$ cat config.mk
export PLATFORM = sky130hd
export DESIGN_NAME = note_player
export DESIGN_NICKNAME = d
export VERILOG_FILES = /design/src/rtl/note_player_pkg.sv /design/src/rtl/note_player_freq_rom.sv /design/src/rtl/note_player.sv
export SDC_FILE = /design/constraint.sdc
export NUM_CORES = 1
export LEC_CHECK = 0
export BUFFER_PORTS_ARGS = -buffer_cell sky130_fd_sc_hd__buf_2
export CORE_MARGIN = 2
export CORE_UTILIZATION = 50
export CTS_CLUSTER_SIZE = 40
export DETAILED_ROUTE_END_ITERATION = 8
export HOLD_SLACK_MARGIN = 0.02
export PLACE_DENSITY = 0.77
export SLEW_MARGIN = 10
export SYNTH_ARGS = -nofsm -noshare
export SYNTH_HDL_FRONTEND = slang
export SYNTH_SLANG_ARGS = --single-unit
$ cat constraint.sdc
create_clock -name clk -period 3.5 [get_ports clk]
set_input_delay 0.35 -clock clk [delete_from_list [all_inputs] [get_ports clk]]
set_output_delay 0.35 -clock clk [all_outputs]
set_load 0.02 [all_outputs]
$ cat src/rtl/note_player_pkg.sv
// -----------------------------------------------------------------------------
// note_player_pkg
// Shared constants for the note player: note/duration/phase widths, FSM state
// encoding, the rest note number and the nominal audio sample rate that the
// frequency ROM contents were generated for.
// -----------------------------------------------------------------------------
package note_player_pkg;

    localparam int NOTE_W      = 6;      // note number width, 0 = rest
    localparam int DUR_W       = 6;      // duration width in beats
    localparam int STEP_W      = 20;     // phase step / accumulator width

    typedef enum logic [1:0] {
        S_IDLE    = 2'd0,
        S_PLAYING = 2'd1,
        S_DONE    = 2'd2
    } state_e;

    localparam int NOTE_REST   = 0;
    localparam int SAMPLE_RATE = 48000;

endpackage

$ cat src/rtl/note_player_freq_rom.sv
// -----------------------------------------------------------------------------
// note_player_freq_rom
// Registered 64 x STEP_W lookup from note number to phase step.
// Entry n = round(440 * 2^((n-46)/12) * 2^STEP_W / SAMPLE_RATE), n = 1..63;
// entry 0 (rest) is 0 so a rest is silent.
//
// Ports:
//   clk_i   system clock
//   addr_i  note number (registered note from the player)
//   dout_o  phase step, valid one clock after addr_i
// -----------------------------------------------------------------------------
module note_player_freq_rom
    import note_player_pkg::*;
(
    input  logic              clk_i,
    input  logic [NOTE_W-1:0] addr_i,
    output logic [STEP_W-1:0] dout_o
);

    function automatic logic [STEP_W-1:0] lookup(input logic [NOTE_W-1:0] n);
        case (n)
            NOTE_W'(NOTE_REST): lookup = '0;
            6'd1:  lookup = 20'd714;    6'd2:  lookup = 20'd757;
            6'd3:  lookup = 20'd802;    6'd4:  lookup = 20'd850;
            6'd5:  lookup = 20'd900;    6'd6:  lookup = 20'd954;
            6'd7:  lookup = 20'd1010;   6'd8:  lookup = 20'd1070;
            6'd9:  lookup = 20'd1134;   6'd10: lookup = 20'd1201;
            6'd11: lookup = 20'd1273;   6'd12: lookup = 20'd1349;
            6'd13: lookup = 20'd1429;   6'd14: lookup = 20'd1514;
            6'd15: lookup = 20'd1604;   6'd16: lookup = 20'd1699;
            6'd17: lookup = 20'd1800;   6'd18: lookup = 20'd1907;
            6'd19: lookup = 20'd2021;   6'd20: lookup = 20'd2141;
            6'd21: lookup = 20'd2268;   6'd22: lookup = 20'd2403;
            6'd23: lookup = 20'd2546;   6'd24: lookup = 20'd2697;
            6'd25: lookup = 20'd2858;   6'd26: lookup = 20'd3028;
            6'd27: lookup = 20'd3208;   6'd28: lookup = 20'd3398;
            6'd29: lookup = 20'd3600;   6'd30: lookup = 20'd3815;
            6'd31: lookup = 20'd4041;   6'd32: lookup = 20'd4282;
            6'd33: lookup = 20'd4536;   6'd34: lookup = 20'd4806;
            6'd35: lookup = 20'd5092;   6'd36: lookup = 20'd5395;
            6'd37: lookup = 20'd5715;   6'd38: lookup = 20'd6055;
            6'd39: lookup = 20'd6415;   6'd40: lookup = 20'd6797;
            6'd41: lookup = 20'd7201;   6'd42: lookup = 20'd7629;
            6'd43: lookup = 20'd8083;   6'd44: lookup = 20'd8563;
            6'd45: lookup = 20'd9072;   6'd46: lookup = 20'd9612;
            6'd47: lookup = 20'd10184;  6'd48: lookup = 20'd10789;
            6'd49: lookup = 20'd11431;  6'd50: lookup = 20'd12110;
            6'd51: lookup = 20'd12830;  6'd52: lookup = 20'd13593;
            6'd53: lookup = 20'd14402;  6'd54: lookup = 20'd15258;
            6'd55: lookup = 20'd16165;  6'd56: lookup = 20'd17127;
            6'd57: lookup = 20'd18145;  6'd58: lookup = 20'd19224;
            6'd59: lookup = 20'd20367;  6'd60: lookup = 20'd21578;
            6'd61: lookup = 20'd22861;  6'd62: lookup = 20'd24221;
            6'd63: lookup = 20'd25661;
            default: lookup = '0;
        endcase
    endfunction

    // Pure data register: no reset, the player gates the output until valid.
    always_ff @(posedge clk_i) begin
        dout_o <= lookup(addr_i);
    end

endmodule

$ cat src/rtl/note_player.sv
// -----------------------------------------------------------------------------
// note_player
// Consumer end of the song reader's note handshake. Latches one note per
// new_note strobe, holds it for `duration` beats, then pulses note_done for one
// cycle. The held note addresses a registered frequency ROM whose step drives a
// phase accumulator for the downstream sine/codec path.
//
// Ports:
//   clk          system clock
//   reset        asynchronous, active-low reset
//   play         1 = run, 0 = pause (beat count and phase frozen, step = 0)
//   new_note     one-cycle strobe, note/duration valid this cycle
//   note         note number, 0 = rest
//   duration     note length in beats
//   beat         one-cycle beat tick
//   sample_tick  one-cycle audio sample strobe
//   note_done    one-cycle pulse when the current note expires
//   playing      1 while a note is held
//   step         phase increment of the current note, 0 when rest/paused/idle
//   phase        phase accumulator value
//
// Build option: define NOTE_PLAYER_ARTIC_EN to mute the last beat of notes
// that are two or more beats long (articulation gap between repeated notes).
// -----------------------------------------------------------------------------
module note_player
    import note_player_pkg::*;
(
    input  logic              clk,
    input  logic              reset,
    input  logic              play,
    input  logic              new_note,
    input  logic [NOTE_W-1:0] note,
    input  logic [DUR_W-1:0]  duration,
    input  logic              beat,
    input  logic              sample_tick,
    output logic              note_done,
    output logic              playing,
    output logic [STEP_W-1:0] step,
    output logic [STEP_W-1:0] phase
);

    state_e              state_q, state_d;
    logic [NOTE_W-1:0]   note_q, note_d;
    logic [DUR_W-1:0]    dur_cnt_q, dur_cnt_d;
    logic [STEP_W-1:0]   phase_q, phase_d;
    logic                rom_vld_q;
    logic                load;
    logic                artic_mute;
    logic [STEP_W-1:0]   step_raw;

    note_player_freq_rom u_freq_rom (
        .clk_i  (clk),
        .addr_i (note_q),
        .dout_o (step_raw)
    );

`ifdef NOTE_PLAYER_ARTIC_EN
    logic [DUR_W-1:0] dur_orig_q;

    always_ff @(posedge clk or negedge reset) begin
        if (!reset) begin
            dur_orig_q <= '0;
        end else if (load) begin
            dur_orig_q <= duration;
        end
    end

    assign artic_mute = (dur_orig_q >= DUR_W'(2)) && (dur_cnt_q == DUR_W'(1));
`else
    assign artic_mute = 1'b0;
`endif

    // The ROM lags note_q by one clock; rom_vld_q masks the stale entry of the
    // previous note in the first cycle after a latch.
    always_comb begin
        step = '0;
        if (state_q == S_PLAYING && play && rom_vld_q && !artic_mute) begin
            step = step_raw;
        end
    end

    always_comb begin
        state_d   = state_q;
        note_d    = note_q;
        dur_cnt_d = dur_cnt_q;
        phase_d   = phase_q;
        load      = 1'b0;

        case (state_q)
            S_IDLE: begin
                load = new_note;
            end
            S_PLAYING: begin
                // A new note preempts, even when it collides with the final beat.
                if (new_note) begin
                    load = 1'b1;
                end else if (beat && play) begin
                    dur_cnt_d = dur_cnt_q - DUR_W'(1);
                    if (dur_cnt_q == DUR_W'(1)) begin
                        state_d = S_DONE;
                    end
                end
            end
            S_DONE: begin
                state_d = S_IDLE;
                load    = new_note;
            end
            default: begin
                state_d = S_IDLE;
            end
        endcase

        if (load) begin
            note_d    = note;
            dur_cnt_d = duration;
            phase_d   = '0;
            state_d   = (duration != '0) ? S_PLAYING : S_DONE;
        end else if (sample_tick && play && state_q == S_PLAYING) begin
            phase_d = phase_q + step;   // natural modulo-2^STEP_W wrap
        end
    end

    always_ff @(posedge clk or negedge reset) begin
        if (!reset) begin
            state_q   <= S_IDLE;
            note_q    <= '0;
            dur_cnt_q <= '0;
            phase_q   <= '0;
            rom_vld_q <= 1'b0;
        end else begin
            state_q   <= state_d;
            note_q    <= note_d;
            dur_cnt_q <= dur_cnt_d;
            phase_q   <= phase_d;
            rom_vld_q <= ~load;
        end
    end

    assign note_done = (state_q == S_DONE);
    assign playing   = (state_q == S_PLAYING);
    assign phase     = phase_q;

endmodule

## Yosys cells after proc, flatten, opt, wreduce, memory -nomap -nowiden

Memories as Yosys holds them, arrays and structs flattened. A register that Yosys moved wholly into a read port is not among the register bits.
Index checks and enable logic that the tools add are counted.

| word-level totals | value |
|---|---|
| register bits | 55 |
| bits in read-only memories | 960 |
| output and inout port bits | 42 |
| memories kept | 1 |

Memory list:

| memory | words | bits a word | rd ports | clocked after memory_dff | write ports | line | RTL |
|---|---|---|---|---|---|---|---|
| (no name shown) | 64 | 15 | 1 | 1 | 0 | note_player_freq_rom.sv:21 | `case (n)` |

| operators by class | value |
|---|---|
| add/sub/neg operators | 2 |
| equal/unequal tests | 8 |
| mux-type cells | 15 |
| bitwise gates (word level) | 1 |
| reductions and logical operators | 13 |

Operator list:

| cell | count |
|---|---|
| $mux 20 | 3 |
| $mux 6 | 4 |
| $add 20x20->20 | 1 |
| $mux 2 | 5 |
| $eq 6x1->1 const B | 1 |
| $ne 3x1->1 const B | 2 |
| $reduce_bool 2->1 | 3 |
| $reduce_bool 6->1 | 1 |
| $sub 6x1->6 const B | 1 |
| $logic_and 1x1->1 | 5 |
| $pmux 2 s2 | 1 |
| $reduce_and 4->1 | 1 |
| $ne 3x2->1 const B | 1 |
| $reduce_and 3->1 | 1 |
| $eq 2x1->1 const B | 1 |
| $eq 2x2->1 const B | 1 |
| $logic_not 2->1 | 1 |
| $ne 2x1->1 const B | 1 |
| $ne 2x2->1 const B | 1 |
| $pmux 1 s2 | 1 |
| $reduce_or 2->1 | 1 |
| $mux 1 | 1 |
| $not 1->1 | 1 |

## Longest topological paths before layout

| logic depth | value |
|---|---|
| depth in word-level cells | 7 |
| mapped depth | 12 |

## Hierarchy

From an unflattened synthesis, not the netlist that was laid out.

| second synthesis, totals | value |
|---|---|
| cell total of the unflattened synthesis | 539 |
| area total of the unflattened synthesis | 4369.2 um^2 |

Modules (own cells, without submodules):

| module | times used | cells each | area an instance (um^2) | sequential area each (um^2) |
|---|---|---|---|---|
| note_player | 1 | 327 | 2696.3 | 875.8 |
| note_player_freq_rom | 1 | 212 | 1672.9 | 300.3 |

## Least setup slack after synthesis

OpenSTA, ideal clock, no wires.

| timing | value |
|---|---|
| path type | flip-flop to flip-flop |
| start | register state_q[1] |
| end | register phase_q[14] (netlist: phase[14]) |
| library setup time | 0.069 ns |
| arrival | 2.760 ns |
| required time | 3.431 ns |
| path slack | 0.671 ns |
| cell stages (with the launch flop) | 12 |
| cell sequence | dfrtp_1 -> and3b_1 -> buf_4 -> clkbuf_1 -> and3_1 -> fa_1 -> a21oi_1 -> o21a_1 -> o21ai_0 -> a41oi_1 -> or4_1 -> nand3_1 |

| between the ends | value |
|---|---|
| cells in the longest elaborated chain, start to end | 7 |

Ends and longest elaborated chain:

| what | line | RTL |
|---|---|---|
| from (decl) | note_player.sv:42 | `state_e state_q, state_d;` |
| from (signal assigned) | note_player.sv:131 | `state_q <= state_d;` |
| $eq 2x1->1 | note_player.sv:77 | `if (state_q == S_PLAYING && play && rom_vld_q && !artic_mute) begin` |
| $logic_and 1x1->1 (2 in series) | note_player.sv:77 |  |
| $mux 20 | note_player.sv:77 |  |
| net step[1] | note_player.sv:38 | `output logic [STEP_W-1:0] step,` |
| $add 20x20->20 | note_player.sv:119 | `phase_d = phase_q + step;` |
| $mux 20 | note_player.sv:118 | `end else if (sample_tick && play && state_q == S_PLAYING) begin` |
| $mux 20 | note_player.sv:113 | `if (load) begin` |
| to (signal assigned) | note_player.sv:134 | `phase_q <= phase_d;` |
| to (decl) | note_player.sv:45 | `logic [STEP_W-1:0] phase_q, phase_d;` |

The timed path passes the listed nets, and every way through them passes these cells. The select of a mux whose other input is x is not followed.
A chain may end at the register's enable or synchronous reset.

## Worst setup path in the final report

| timing | value |
|---|---|
| start | register state_q[1] |
| end | register phase_q[14] (netlist: phase[14]) |

| between the ends | value |
|---|---|
| cells in the longest elaborated chain, start to end | 7 |

Ends and longest elaborated chain:

| what | line |
|---|---|
| $eq 2x1->1 | note_player.sv:77, note_player.sv:89, note_player.sv:118 |
| $logic_and 1x1->1 (2 in series) | note_player.sv:77 |
| $mux 20 | note_player.sv:77 |
| $add 20x20->20 | note_player.sv:119 |
| $mux 20 | note_player.sv:118 |
| $mux 20 | note_player.sv:113 |

Several ways; a longest one is shown, not always the timed one. The select of a mux whose other input is x is not followed.

==> impl_metrics.ini <==
[finish]
fillers = 757
final_common_cell = nand2_1
mostFrequentLayoutCells = nand2_1, buf_2, o21ai_0
area.growth.synth_to_final_pct = 9.06
antenna_cells = 0
stdcell_area_sq_mm = 0.00441
drive_gt1_share_pct = 15.2
area.sequential_sq_mm = 0.00118
multi_input_area_sq_mm = 0.00265
layout.nets = 592

[place]
place.gp.congestion = 0.975
hpwl_um = 7430
postPlaceCellArea_sq_mm = 0.00430
io_buffers = 54

[sta]
max_freq_ghz = 0.328
post-route-period-util_pct = 87.1
final-setup-viol-count = 0
final-hold-violation-count = 0
tns_ns = 0
fin_skew_ns = 0.0129
slew_headroom_pct = 35.7
slew_violations = 0
worstMarginPinSlew_ns = 0.964
rsz0062_at_grt = false
fin_crit_ns = 3.05

[yosys]
synth_xor_area_share_pct = 3.03
async_flop_share_pct = 70.0
synth-edff-count = 0
synth_cells = 518
synth_seq_area_share_pct = 29.1
synthFlopType = dfrtp_1
synthAdderAreaFrac_pct = 8.84
synth_top_family_by_area = simple AND/OR/NAND/NOR gates
synth_cell_type_count = 63
synth_compound_area_share_pct = 22.9
synth-simple-area-share_pct = 25.9
yosysWarnings = 0
synth.area.mux_share_pct = 4.27
synth_area_sq_mm = 0.00405
ys_ff_latch = 50
avgSynthCellArea_sq_um = 7.81

[setup_path]
timing.rr.start = state_q[1]
cp_slowest_cell = and3b_2
r2r_slack_ns = 0.45
crit_type = flop to flop
cp.buffers_inverters = 0
cp_data_required_time_ns = 3.75
crit_path_cell_trace = and3b_2 > and3_1 > ha_1 > fa_1 > a21oi_1 > o21a_1 > o21ai_0 > a41oi_1 > or4_1 > nand3_1
cp-end-kind = flop
critPathMaxFanout = 19
ff2ff_path_depth = 10
slowest_delay_ns = 0.46
reg2reg_to = phase[14]
path_delay_family = simple AND/OR/NAND/NOR gates
crit_path_start_kind = flop
worstPathArrival_ns = 3.30

[floorplanning]
die-area_sq_mm = 0.00883
die_x_um = 94.0
die_h_um = 94.0
core_area_sq_mm = 0.00777
pin_count = 60
start_util_pct = 52.1
num_rows = 32

[drt]
num_vias = 3878
routed_wl_um = 10300
first_pass_iters = 5
ant_nets = 0
wl_met3_um = 573
wl_met1_um = 4620
via_per_inst = 5.98
routed.top_layer = met4
wl_per_cell_um = 15.9
wl_met2_um = 4950
drt_iter0_markers = 212
drc = 0

[cts]
numCtsBuffers = 5
cts-root-buf = clkbuf_8
cts_tree = yes
holdBufCountCts = 0
htree_levels = 2
clk_latency_ns = 0.31
cts_max_path_buffers = 2
cts.clk_slew.worst_paths_ns = 0.10
clock-sinks = 50

[pwr]
p_switching_uw = 664
p_int_uw = 1120
power.leakage_uw = 0.00205
ir_worst_vdd_mv = 0.342
p_per_area_mw_per_mm2 = 404
p_sw_share_pct = 37.2
power_frac_clock_pct = 23.0
pwr-share-comb_pct = 36.2
pwr-share-seq_pct = 40.8

[outcome]
outcome = finished, final reports clean

[flow_run]
maxCapViolCount = 0

[grt]
grt_use_total_pct = 24.1
grt_antenna_before_repair = 0
grt_pass1_vias = 3550
grt_pass1_wl_um = 17000
grt_overflow = 0
grt_max_degree = 53

[hold_path]
worstHoldPathType = input port to asynchronous set/reset pin
==> per-layer routing <==
metal  up-vias  track usage, %
met5         -               0
met4         0            6.40
met3        13            3.77
met2       121            41.1
met1      1834            31.8
li1       1910               -
==> logic make-up (layout without fill, tap and decap cells) <==
group | count (synthesis) | count (layout)
AND/OR/NAND/NOR | 209 | 209
AO/OA/AOI/OAI | 151 | 151
buffers and inverters | 53 | 78
flip-flops | 50 | 50
adder cells (fa/ha/maj) | 28 | 28
XOR/XNOR | 14 | 14
multiplexers | 12 | 12
other | 1 | 5
==> stage by stage <==
step                      std cells  worst slack (ns)  hold slack, ns  utilization [%]  power [uW]
after global routing            649             0.139           0.204             56.8        1910
after global placement          641             0.436           0.487             55.4        1360
after detailed placement        641             0.302           0.492             55.4        1380
after CTS                       649             0.271           0.152             56.8        1790
final                           649             0.452           0.122             56.8        1790
after floorplan                 522             0.671          0.0544                -        1220
==> area by class of cell <==
class	count	share of cell area, %
flip-flops and latches	50	26.6
repair buffers	60	7.14
clock inverters	3	0.907
well taps	102	2.89
clock buffers	5	1.56
multi-input cells	419	60.0
inverters	10	0.850
==> Yosys cell counts, drive strengths merged (2+ instances only) <==
cell type,count,area (sq um)
nor2,40,150
clkbuf,25,93.8
xor2,3,26.3
or4,4,33.8
nor4,5,31.3
o21bai,4,30.0
a311oi,4,35.0
dfxtp,15,300
and3,18,113
nand2b,13,81.3
o211ai,7,52.6
o21a,3,22.5
a21oi,41,205
nand2,71,267
o22ai,2,12.5
buf,18,108
mux2,2,22.5
a22o,2,17.5
inv,10,37.5
nand3b,4,30.0
a31oi,10,62.6
nand4,4,40.0
nand3,14,70.1
a211oi,12,90.1
mux4,4,90.1
and2,3,21.3
xnor2,11,96.3
o21ai,46,230
dfrtp,35,876
nor2b,9,56.3
a21o,4,30.0
nor3b,2,15.0
a31o,2,17.5
and4,3,26.3
o31ai,3,22.5
ha,27,338
mux2i,6,60.1
nor3,14,75.1
==> state kept, by name, summed over array words and instances, names as in the netlist <==
| signal | cells |
|---|---|
| dur_cnt_q | 6 |
| note_q | 6 |
| phase | 20 |
| rom_vld_q | 1 |
| state_q | 2 |
| u_freq_rom.dout_o | 15 |
==> repair_timing <==
action / in CTS / in global routing
endpoints found under the setup margin: 0 / 1
gates resized for setup: 0 / 1
setup buffers: 0 / 0
==> worst reg2reg max path, stage by stage (launching register included) <==
cell and delay [ns]:
dfrtp_1 0.42, and3b_2 0.46, and3_1 0.24, ha_1 0.19, fa_1 0.22, a21oi_1 0.11
o21a_1 0.19, o21ai_0 0.39, a41oi_1 0.25, or4_1 0.44, nand3_1 0.10
==> power by group through the flow <==
stage	logic [uW]	registers, uW	clock network (uW)
floorplan	513	705	0
global placement	620	736	0
detailed placement	638	739	0
CTS	640	727	419
global route	721	741	444
finish	646	729	410
==> worst max-delay path by stage <==
stage | startpoint | endpoint | slack, ns | cells past startpoint
finish | state_q[1] | phase[14] | 0.45 | 10
CTS | state_q[1] | phase[14] | 0.27 | 10
global route | state_q[0] | phase[16] | 0.14 | 10
global placement | state_q[1] | phase[14] | 0.44 | 10
floorplan | state_q[1] | phase[14] | 0.67 | 11
detailed placement | state_q[1] | phase[14] | 0.30 | 10
No activity file was read; power rests on OpenSTA's default activity.
